`config.mk`:
```
export PLATFORM = sky130hd
export DESIGN_NAME = opb_register_bank_simulink2ppc_flat
export DESIGN_NICKNAME = d
export VERILOG_FILES = /design/src/rtl/opb_register_bank_simulink2ppc_if.sv /design/src/rtl/opb_register_bank_simulink2ppc.sv /design/src/flat_wrapper.sv
export SDC_FILE = /design/constraint.sdc
export NUM_CORES = 1
export LEC_CHECK = 0
export CAP_MARGIN = 20
export CORE_MARGIN = 2
export CORE_UTILIZATION = 35
export CTS_BUF_LIST = sky130_fd_sc_hd__clkbuf_2
export DETAILED_ROUTE_END_ITERATION = 7
export PLACE_DENSITY_LB_ADDON = 0.05
export SKIP_LAST_GASP = 1
export SLEW_MARGIN = 40
export SYNTH_ARGS = -nofsm -noshare
export SYNTH_HDL_FRONTEND = slang
export SYNTH_SLANG_ARGS = --single-unit
```
`constraint.sdc`:
```
create_clock -name OPB_Clk -period 2.3 [get_ports OPB_Clk]
set_input_delay 0.46 -clock OPB_Clk [delete_from_list [all_inputs] [get_ports OPB_Clk]]
set_output_delay 0.46 -clock OPB_Clk [all_outputs]
set_load 0.05 [all_outputs]
```
`src/rtl/opb_register_bank_simulink2ppc_if.sv`:
```
// ---------------------------------------------------------------------------
// opb_register_bank_simulink2ppc_if
// OPB slave-side signal bundle for the multi-channel Simulink-to-PPC register
// bank. Vectors keep the OPB big-endian numbering ([0:31], bit 31 = LSB).
//   master modport : drives OPB_* request signals, receives Sl_* responses
//   slave  modport : receives OPB_* request signals, drives Sl_* responses
// ---------------------------------------------------------------------------
interface opb_register_bank_simulink2ppc_if;
  logic [0:31] OPB_ABus;
  logic [0:3]  OPB_BE;
  logic [0:31] OPB_DBus;
  logic        OPB_RNW;
  logic        OPB_select;
  logic        OPB_seqAddr;
  logic [0:31] Sl_DBus;
  logic        Sl_xferAck;
  logic        Sl_errAck;
  logic        Sl_retry;
  logic        Sl_toutSup;

  modport master (
    output OPB_ABus, OPB_BE, OPB_DBus, OPB_RNW, OPB_select, OPB_seqAddr,
    input  Sl_DBus, Sl_xferAck, Sl_errAck, Sl_retry, Sl_toutSup
  );

  modport slave (
    input  OPB_ABus, OPB_BE, OPB_DBus, OPB_RNW, OPB_select, OPB_seqAddr,
    output Sl_DBus, Sl_xferAck, Sl_errAck, Sl_retry, Sl_toutSup
  );
endinterface

```
`src/rtl/opb_register_bank_simulink2ppc.sv`:
```
// ---------------------------------------------------------------------------
// opb_register_bank_simulink2ppc
// Samples C_NUM_CH user words into LIVE registers on user_data_valid and
// exposes SHADOW copies on an OPB slave window. Shadows follow LIVE every
// cycle while CTRL.AUTO=1, otherwise they update only on a SNAP write, which
// freezes all channels together. STATUS carries a 16-bit snapshot counter.
// Ports:
//   OPB_Clk, OPB_Rst_n : clock, asynchronous active-low reset
//   opb                : OPB slave bundle (address/data/control in, Sl_* out)
//   user_data_in       : C_NUM_CH packed channels, channel i at [i*W +: W]
//   user_data_valid    : capture strobe for user_data_in
// Optional feature: define OPB_REG_BANK_CHG_FLAG_EN to build the sticky CHG
// register at word 2+C_NUM_CH (cleared by reading it).
// ---------------------------------------------------------------------------
module opb_register_bank_simulink2ppc #(
  parameter logic [31:0] C_BASEADDR   = 32'h0000_0000,
  parameter logic [31:0] C_HIGHADDR   = 32'h0000_00FF,
  parameter int          C_OPB_AWIDTH = 32,
  parameter int          C_OPB_DWIDTH = 32,
  parameter int          C_NUM_CH     = 4,
  parameter int          C_DATA_WIDTH = 32,
  parameter              C_FAMILY     = "virtex6"
) (
  input  logic                             OPB_Clk,
  input  logic                             OPB_Rst_n,
  opb_register_bank_simulink2ppc_if.slave  opb,
  input  logic [C_NUM_CH*C_DATA_WIDTH-1:0] user_data_in,
  input  logic                             user_data_valid
);

  typedef enum logic [1:0] {ST_IDLE, ST_DECODE, ST_ACK, ST_WAIT} state_t;

  state_t                                   state_q, state_d;
  logic                                     ack_q, ack_d;
  logic [31:0]                              dbus_q, dbus_d;
  logic [29:0]                              idx_q, idx_d;
  logic                                     rnw_q, rnw_d;
  logic                                     auto_q, auto_d;
  logic [15:0]                              snap_cnt_q, snap_cnt_d;
  logic [C_NUM_CH-1:0][C_DATA_WIDTH-1:0]    live_q, live_d;
  logic [C_NUM_CH-1:0][C_DATA_WIDTH-1:0]    shadow_q, shadow_d;

  logic [31:0] addr_s, wdata_s, offset_s, rdata_s, status_s;
  logic [3:0]  be_s;
  logic [29:0] idx_s;
  logic        in_win_s, commit_s, ctrl_wr_s, snap_s, ack_out_s;

  // Re-number the big-endian bus vectors so bit 0 is the LSB.
  assign addr_s   = opb.OPB_ABus;
  assign wdata_s  = opb.OPB_DBus;
  assign be_s     = opb.OPB_BE;
  // Unsigned wrap makes addresses below the base land outside the span.
  assign offset_s = addr_s - C_BASEADDR;
  assign in_win_s = (offset_s <= (C_HIGHADDR - C_BASEADDR));
  assign idx_s    = offset_s[31:2];
  assign status_s = {5'd0, 6'(C_DATA_WIDTH), 5'(C_NUM_CH), snap_cnt_q};

  assign ctrl_wr_s = commit_s & ~rnw_q & (idx_q == 30'd0) & be_s[0];
  assign snap_s    = ctrl_wr_s & wdata_s[0];

`ifdef OPB_REG_BANK_CHG_FLAG_EN
  localparam logic [29:0] CHG_IDX = 30'(C_NUM_CH + 2);
  logic [C_NUM_CH-1:0] chg_q, chg_d;
  logic                chg_clr_s;
  assign chg_clr_s = commit_s & rnw_q & (idx_q == CHG_IDX);

  // Sticky change flags; a set in the clearing cycle wins over the clear.
  always_comb begin
    for (int i = 0; i < C_NUM_CH; i++) begin
      chg_d[i] = (chg_clr_s ? 1'b0 : chg_q[i]) |
                 (~auto_q & (live_q[i] != shadow_q[i]));
    end
  end

  // Change flag register.
  always_ff @(posedge OPB_Clk or negedge OPB_Rst_n) begin
    if (!OPB_Rst_n) chg_q <= '0;
    else            chg_q <= chg_d;
  end
`endif

  // Read-data multiplexer driven from the current address during DECODE.
  always_comb begin
    rdata_s = 32'd0;
    if (idx_s == 30'd0) begin
      rdata_s = {30'd0, auto_q, 1'b0};
    end else if (idx_s == 30'd1) begin
      rdata_s = status_s;
    end else begin
      for (int i = 0; i < C_NUM_CH; i++) begin
        if (idx_s == 30'(i + 2)) rdata_s = 32'(shadow_q[i]);
        else                     rdata_s = rdata_s;
      end
`ifdef OPB_REG_BANK_CHG_FLAG_EN
      if (idx_s == CHG_IDX) rdata_s = 32'(chg_q);
      else                  rdata_s = rdata_s;
`endif
    end
  end

  // Bus FSM next state: one ack per select assertion, write commits in ACK.
  always_comb begin
    state_d  = state_q;
    ack_d    = 1'b0;
    dbus_d   = 32'd0;
    idx_d    = idx_q;
    rnw_d    = rnw_q;
    commit_s = 1'b0;
    case (state_q)
      ST_IDLE: begin
        if (opb.OPB_select && in_win_s) state_d = ST_DECODE;
        else                            state_d = ST_IDLE;
      end
      ST_DECODE: begin
        if (!opb.OPB_select) begin
          state_d = ST_IDLE;
        end else begin
          state_d = ST_ACK;
          ack_d   = 1'b1;
          idx_d   = idx_s;
          rnw_d   = opb.OPB_RNW;
          dbus_d  = opb.OPB_RNW ? rdata_s : 32'd0;
        end
      end
      ST_ACK: begin
        if (!opb.OPB_select) begin
          state_d = ST_IDLE;
        end else begin
          state_d  = ST_WAIT;
          commit_s = 1'b1;
        end
      end
      ST_WAIT: begin
        if (!opb.OPB_select) state_d = ST_IDLE;
        else                 state_d = ST_WAIT;
      end
      default: state_d = ST_IDLE;
    endcase
  end

  // Channel and control next state. SHADOW copies the pre-update LIVE value.
  always_comb begin
    live_d     = user_data_valid ? user_data_in : live_q;
    shadow_d   = (auto_q | snap_s) ? live_q : shadow_q;
    auto_d     = ctrl_wr_s ? wdata_s[1] : auto_q;
    snap_cnt_d = snap_s ? snap_cnt_q + 16'd1 : snap_cnt_q;
  end

  // State, bus and register-bank flops.
  always_ff @(posedge OPB_Clk or negedge OPB_Rst_n) begin
    if (!OPB_Rst_n) begin
      state_q    <= ST_IDLE;
      ack_q      <= 1'b0;
      dbus_q     <= 32'd0;
      idx_q      <= 30'd0;
      rnw_q      <= 1'b0;
      auto_q     <= 1'b1;
      snap_cnt_q <= 16'd0;
      live_q     <= '0;
      shadow_q   <= '0;
    end else begin
      state_q    <= state_d;
      ack_q      <= ack_d;
      dbus_q     <= dbus_d;
      idx_q      <= idx_d;
      rnw_q      <= rnw_d;
      auto_q     <= auto_d;
      snap_cnt_q <= snap_cnt_d;
      live_q     <= live_d;
      shadow_q   <= shadow_d;
    end
  end

  // A master dropping select during ACK gets no acknowledge.
  assign ack_out_s      = ack_q & opb.OPB_select;
  assign opb.Sl_xferAck = ack_out_s;
  assign opb.Sl_DBus    = ack_out_s ? dbus_q : 32'd0;
  assign opb.Sl_errAck  = 1'b0;
  assign opb.Sl_retry   = 1'b0;
  assign opb.Sl_toutSup = 1'b0;

  localparam bit unused_cfg = (C_OPB_AWIDTH == 32) && (C_OPB_DWIDTH == 32) &&
                              (C_FAMILY != "none");
  logic unused_s;
  assign unused_s = ^{opb.OPB_seqAddr, offset_s[1:0], wdata_s[31:2], be_s[3:1],
                      unused_cfg};

endmodule

```
`src/flat_wrapper.sv`:
```
// flat-port wrapper written by rule: the top's interface ports become plain ports
module opb_register_bank_simulink2ppc_flat 
#(
  parameter logic [31:0] C_BASEADDR   = 32'h0000_0000,
  parameter logic [31:0] C_HIGHADDR   = 32'h0000_00FF,
  parameter int          C_OPB_AWIDTH = 32,
  parameter int          C_OPB_DWIDTH = 32,
  parameter int          C_NUM_CH     = 4,
  parameter int          C_DATA_WIDTH = 32,
  parameter              C_FAMILY     = "       "
)
  (OPB_Clk, OPB_Rst_n, user_data_in, user_data_valid, opb_OPB_ABus, opb_OPB_BE, opb_OPB_DBus, opb_OPB_RNW, opb_OPB_select, opb_OPB_seqAddr, opb_Sl_DBus, opb_Sl_xferAck, opb_Sl_errAck, opb_Sl_retry, opb_Sl_toutSup);
  opb_register_bank_simulink2ppc_if opb_i ();
  input  logic OPB_Clk;
  input  logic OPB_Rst_n;
  input  logic [C_NUM_CH*C_DATA_WIDTH-1:0] user_data_in;
  input  logic user_data_valid;
  input wire logic [$bits(opb_i.OPB_ABus)-1:0] opb_OPB_ABus;
  input wire logic [$bits(opb_i.OPB_BE)-1:0] opb_OPB_BE;
  input wire logic [$bits(opb_i.OPB_DBus)-1:0] opb_OPB_DBus;
  input wire logic [$bits(opb_i.OPB_RNW)-1:0] opb_OPB_RNW;
  input wire logic [$bits(opb_i.OPB_select)-1:0] opb_OPB_select;
  input wire logic [$bits(opb_i.OPB_seqAddr)-1:0] opb_OPB_seqAddr;
  output wire logic [$bits(opb_i.Sl_DBus)-1:0] opb_Sl_DBus;
  output wire logic [$bits(opb_i.Sl_xferAck)-1:0] opb_Sl_xferAck;
  output wire logic [$bits(opb_i.Sl_errAck)-1:0] opb_Sl_errAck;
  output wire logic [$bits(opb_i.Sl_retry)-1:0] opb_Sl_retry;
  output wire logic [$bits(opb_i.Sl_toutSup)-1:0] opb_Sl_toutSup;
  assign opb_i.OPB_ABus = opb_OPB_ABus;
  assign opb_i.OPB_BE = opb_OPB_BE;
  assign opb_i.OPB_DBus = opb_OPB_DBus;
  assign opb_i.OPB_RNW = opb_OPB_RNW;
  assign opb_i.OPB_select = opb_OPB_select;
  assign opb_i.OPB_seqAddr = opb_OPB_seqAddr;
  assign opb_Sl_DBus = opb_i.Sl_DBus;
  assign opb_Sl_xferAck = opb_i.Sl_xferAck;
  assign opb_Sl_errAck = opb_i.Sl_errAck;
  assign opb_Sl_retry = opb_i.Sl_retry;
  assign opb_Sl_toutSup = opb_i.Sl_toutSup;
  opb_register_bank_simulink2ppc #(.C_BASEADDR(C_BASEADDR), .C_HIGHADDR(C_HIGHADDR), .C_OPB_AWIDTH(C_OPB_AWIDTH), .C_OPB_DWIDTH(C_OPB_DWIDTH), .C_NUM_CH(C_NUM_CH), .C_DATA_WIDTH(C_DATA_WIDTH), .C_FAMILY(C_FAMILY)) u_core (.OPB_Clk(OPB_Clk), .OPB_Rst_n(OPB_Rst_n), .opb(opb_i), .user_data_in(user_data_in), .user_data_valid(user_data_valid));
endmodule
```
==> impl_metrics.csv <==
group,metric,value,unit
flow_run,cap_violations,0,
power_and_ir_drop,cellPowerDensity,573,mW/mm^2
global_routing,grt.total_usage,19.0,%
logic_synthesis,ys_types,41,
logic_synthesis,ys_ff_latch,339,
hold_path,min_from,"opb_OPB_ABus[17]",
logic_synthesis,yosysMostFrequentCell,"dfrtp_1",
power_and_ir_drop,p_leak,9.83,nW
run_status,status,"complete, but fails checks",
route,routed_via_density,4.79,
worst_setup_path,end_kind,"flip-flop",
floorplanning,fp.dieW,205,um
route,drt-wirelength-per-cell,18.9,um
hold_path,hold_end,"u_core.idx_q[15]",
worst_setup_path,critPathKind,"flip-flop to flip-flop",
finish,fin_nets,1667,
route,drc,0,
logic_synthesis,async_reset_ff_share,100,%
logic_synthesis,ys.flop_type,"dfrtp_1",
worst_setup_path,regToRegSetupSlack,-0.15,ns
sta,rsz0062_at_grt,"true",
logic_synthesis,ys_top_cells_by_area,"dfrtp_1 (60%), mux2_2 (11%), mux2_1 (9.6%)",
power_and_ir_drop,power,11.7,mW
power_and_ir_drop,peakVddDrop,259,uV
sta,timing.fmax,409,MHz
route,dr_wl_met2,18600,um
sta,period_share,106,%
hold_path,min-delay-path-class,"primary input to flip-flop",
sta,setup_tns,-13.01,ns
cts,clock-sinks,339,
logic_synthesis,synth.avg_cell_area,13.3,um^2
finish,layout-drive-gt1-share,38.2,%
global_routing,grt_max_degree,68,
sta,min_period,2.45,ns
worst_setup_path,r2r_start,"u_core.idx_q[9]",
sta,setup_ws,-0.146,ns
sta,hold_viol,0,
route,wl_met1,17800,um
route,drtIter0Drc,315,
logic_synthesis,synth_edf_count,0,
cts,clockRootBuffer,"clkbuf_2",
floorplanning,die_h,205,um
route,highest_layer,"met5",
floorplanning,io_pins,238,
floorplanning,die-area,0.0419,mm^2
floorplanning,initial_core_util,35.5,%
floorplanning,num_rows,73,
cts,clkTransAtPathRegs,0.11,ns
sta,setup_viol,157,
sta,skew,0.0544,ns
logic_synthesis,syn_inst,1057,
cts,cts_buffers,91,
place,port_buffers,198,
global_routing,overflow,0,
cts,htree_levels,3,
logic_synthesis,ys_top_cells_by_count,"dfrtp_1 (338), mux2_2 (138), mux2_1 (120)",
worst_setup_path,reg2reg_to,"u_core.shadow_q[105]",
place,gp_congestion,0.754,
logic_synthesis,synth_top_area_cell,"dfrtp_1",
cts,clk_latency,0.97,ns
logic_synthesis,seq_area_frac_synth,60.2,%
route,drtPass1Iterations,4,
worst_setup_path,critPathRequiredTime,3.13,ns
floorplanning,design.core.area,0.0397,mm^2
run_status,violations,"negative setup slack",
route,routed-wl-met3,1780,um
worst_setup_path,arrival,3.27,ns
logic_synthesis,synth_area,0.0141,mm^2
logic_synthesis,yosysWarnings,0,
route,via_count,9863,
global_routing,grt_pass1_vias,10476,
worst_setup_path,start_kind,"flip-flop",
route,ant_nets,0,
finish,syn_to_final_growth,44.7,%
place,dp_hpwl,23800,um
global_routing,grt_pass1_wl,60300,um
sta,drv_slew,0,
cts,clk_path_buf_depth,3,
global_routing,antenna_found_initial,5,
cts,cts_tree,"done",
route,drt-total-wl,38900,um
hold_path,hold_path_depth,3,
worst_setup_path,r2r_cells,8,
worst_setup_path,path_max_fanout,6,
logic_synthesis,yosysTopAreaCellShare,60.0,%
[repair_timing]
| action | CTS | global route |
|---|---|---|
| hold buffers | 71 | 1 |
| cloned | 18 | 3 |
| pin swaps | 4 | 3 |
| hold endpoints to repair | 421 | 1 |
| setup endpoints to repair | 161 | 170 |
| setup buffers | 16 | 5 |
| gates resized for setup | 111 | 78 |
[flip-flops by register name (all words and copies together) (netlist names)]
signal	cells
u_core.idx_q	30
u_core.snap_cnt_q	16
u_core.dbus_q	32
u_core.shadow_q	128
u_core.state_q	2
u_core.live_q	128
u_core.rnw_q	1
u_core.ack_q	1
u_core.auto_q	1
[cell usage in the layout, fill, tap and decap left out, drive strengths merged, types with 25 or more instances in the layout]
master,n
a211oi,25
nor4,29
clkbuf,140
nand2,116
and3,35
clkdlybuf4s50,162
dfrtp,338
mux2i,26
buf,152
dlygate4sd3,71
mux2,258
[stage by stage]
step / worst slack (ns) / util, % / instance area, um^2 / std cells / hold WS (ns)
after floorplan: 0.206 / - / 14100 / 1059 / 0.164
after global placement: -0.463 / 44.1 / 17500 / 1790 / 0.436
after detailed placement: -0.493 / 44.1 / 17500 / 1790 / 0.438
after CTS: -0.210 / 50.8 / 20200 / 2055 / 0.000116
after global routing: -0.287 / 51.3 / 20400 / 2060 / 0.00352
final: -0.146 / 51.4 / 20400 / 2061 / 0.119
[final cells by class]
type	instances	area [um^2]
fill	3548	19300
sequential	339	8490
multi-input combinational	638	5800
timing repair buffer	387	4590
clock buffer	138	691
tap	525	657
clock inverter	22	138
inverter	7	26.3
antenna	5	12.5
[how the worst max path moves through the flow]
stage / from / to / cells after the start
after floorplan: u_core.idx_q[8] / u_core.shadow_q[100] / 6
after global placement: opb_OPB_BE[0] / u_core.shadow_q[121] / 7
after detailed placement: opb_OPB_BE[0] / u_core.shadow_q[121] / 7
after CTS: u_core.ack_q / opb_Sl_DBus[18] / 3
after global routing: u_core.ack_q / opb_Sl_DBus[18] / 3
final: u_core.idx_q[9] / u_core.shadow_q[105] / 8
[critical path: stages (launching register included)]
cell and delay [ns]:
dfrtp_1 0.43, nor4_4 0.32, buf_4 0.17, nand4_4 0.08
o41a_4 0.55, buf_4 0.16, buf_12 0.13, buf_16 0.14
mux2_1 0.31
[where the power goes]
group / internal [mW] / switching [mW] / total (mW)
Clock: 1.80 / 2.47 / 4.27
Combinational: 0.660 / 0.446 / 1.11
Sequential: 6.18 / 0.126 / 6.31
Total: 8.64 / 3.04 / 11.7
[layer usage]
metal	up-vias	global-route usage (%)
li1	4666	-
met1	4937	24.9
met2	203	30.5
met3	55	4.96
met4	2	6.19
met5	-	0
[cell families (layout without fill, tap and decap cells)]
family / Yosys count / in the layout / share of synthesized area (%)
AOI/OAI and AO/OA: 90 / 90 / 4.74
muxes: 284 / 284 / 22.5
adders and majority gates: 1 / 1 / 0.0887
other: 1 / 8 / 0.0266
xor gates and xnor gates: 15 / 15 / 0.932
DFF: 339 / 339 / 60.2
buffers and inverters: 82 / 554 / 2.96
and+or+nand+nor: 245 / 245 / 8.63
Note: power is estimated with default switching activity, not from simulation.
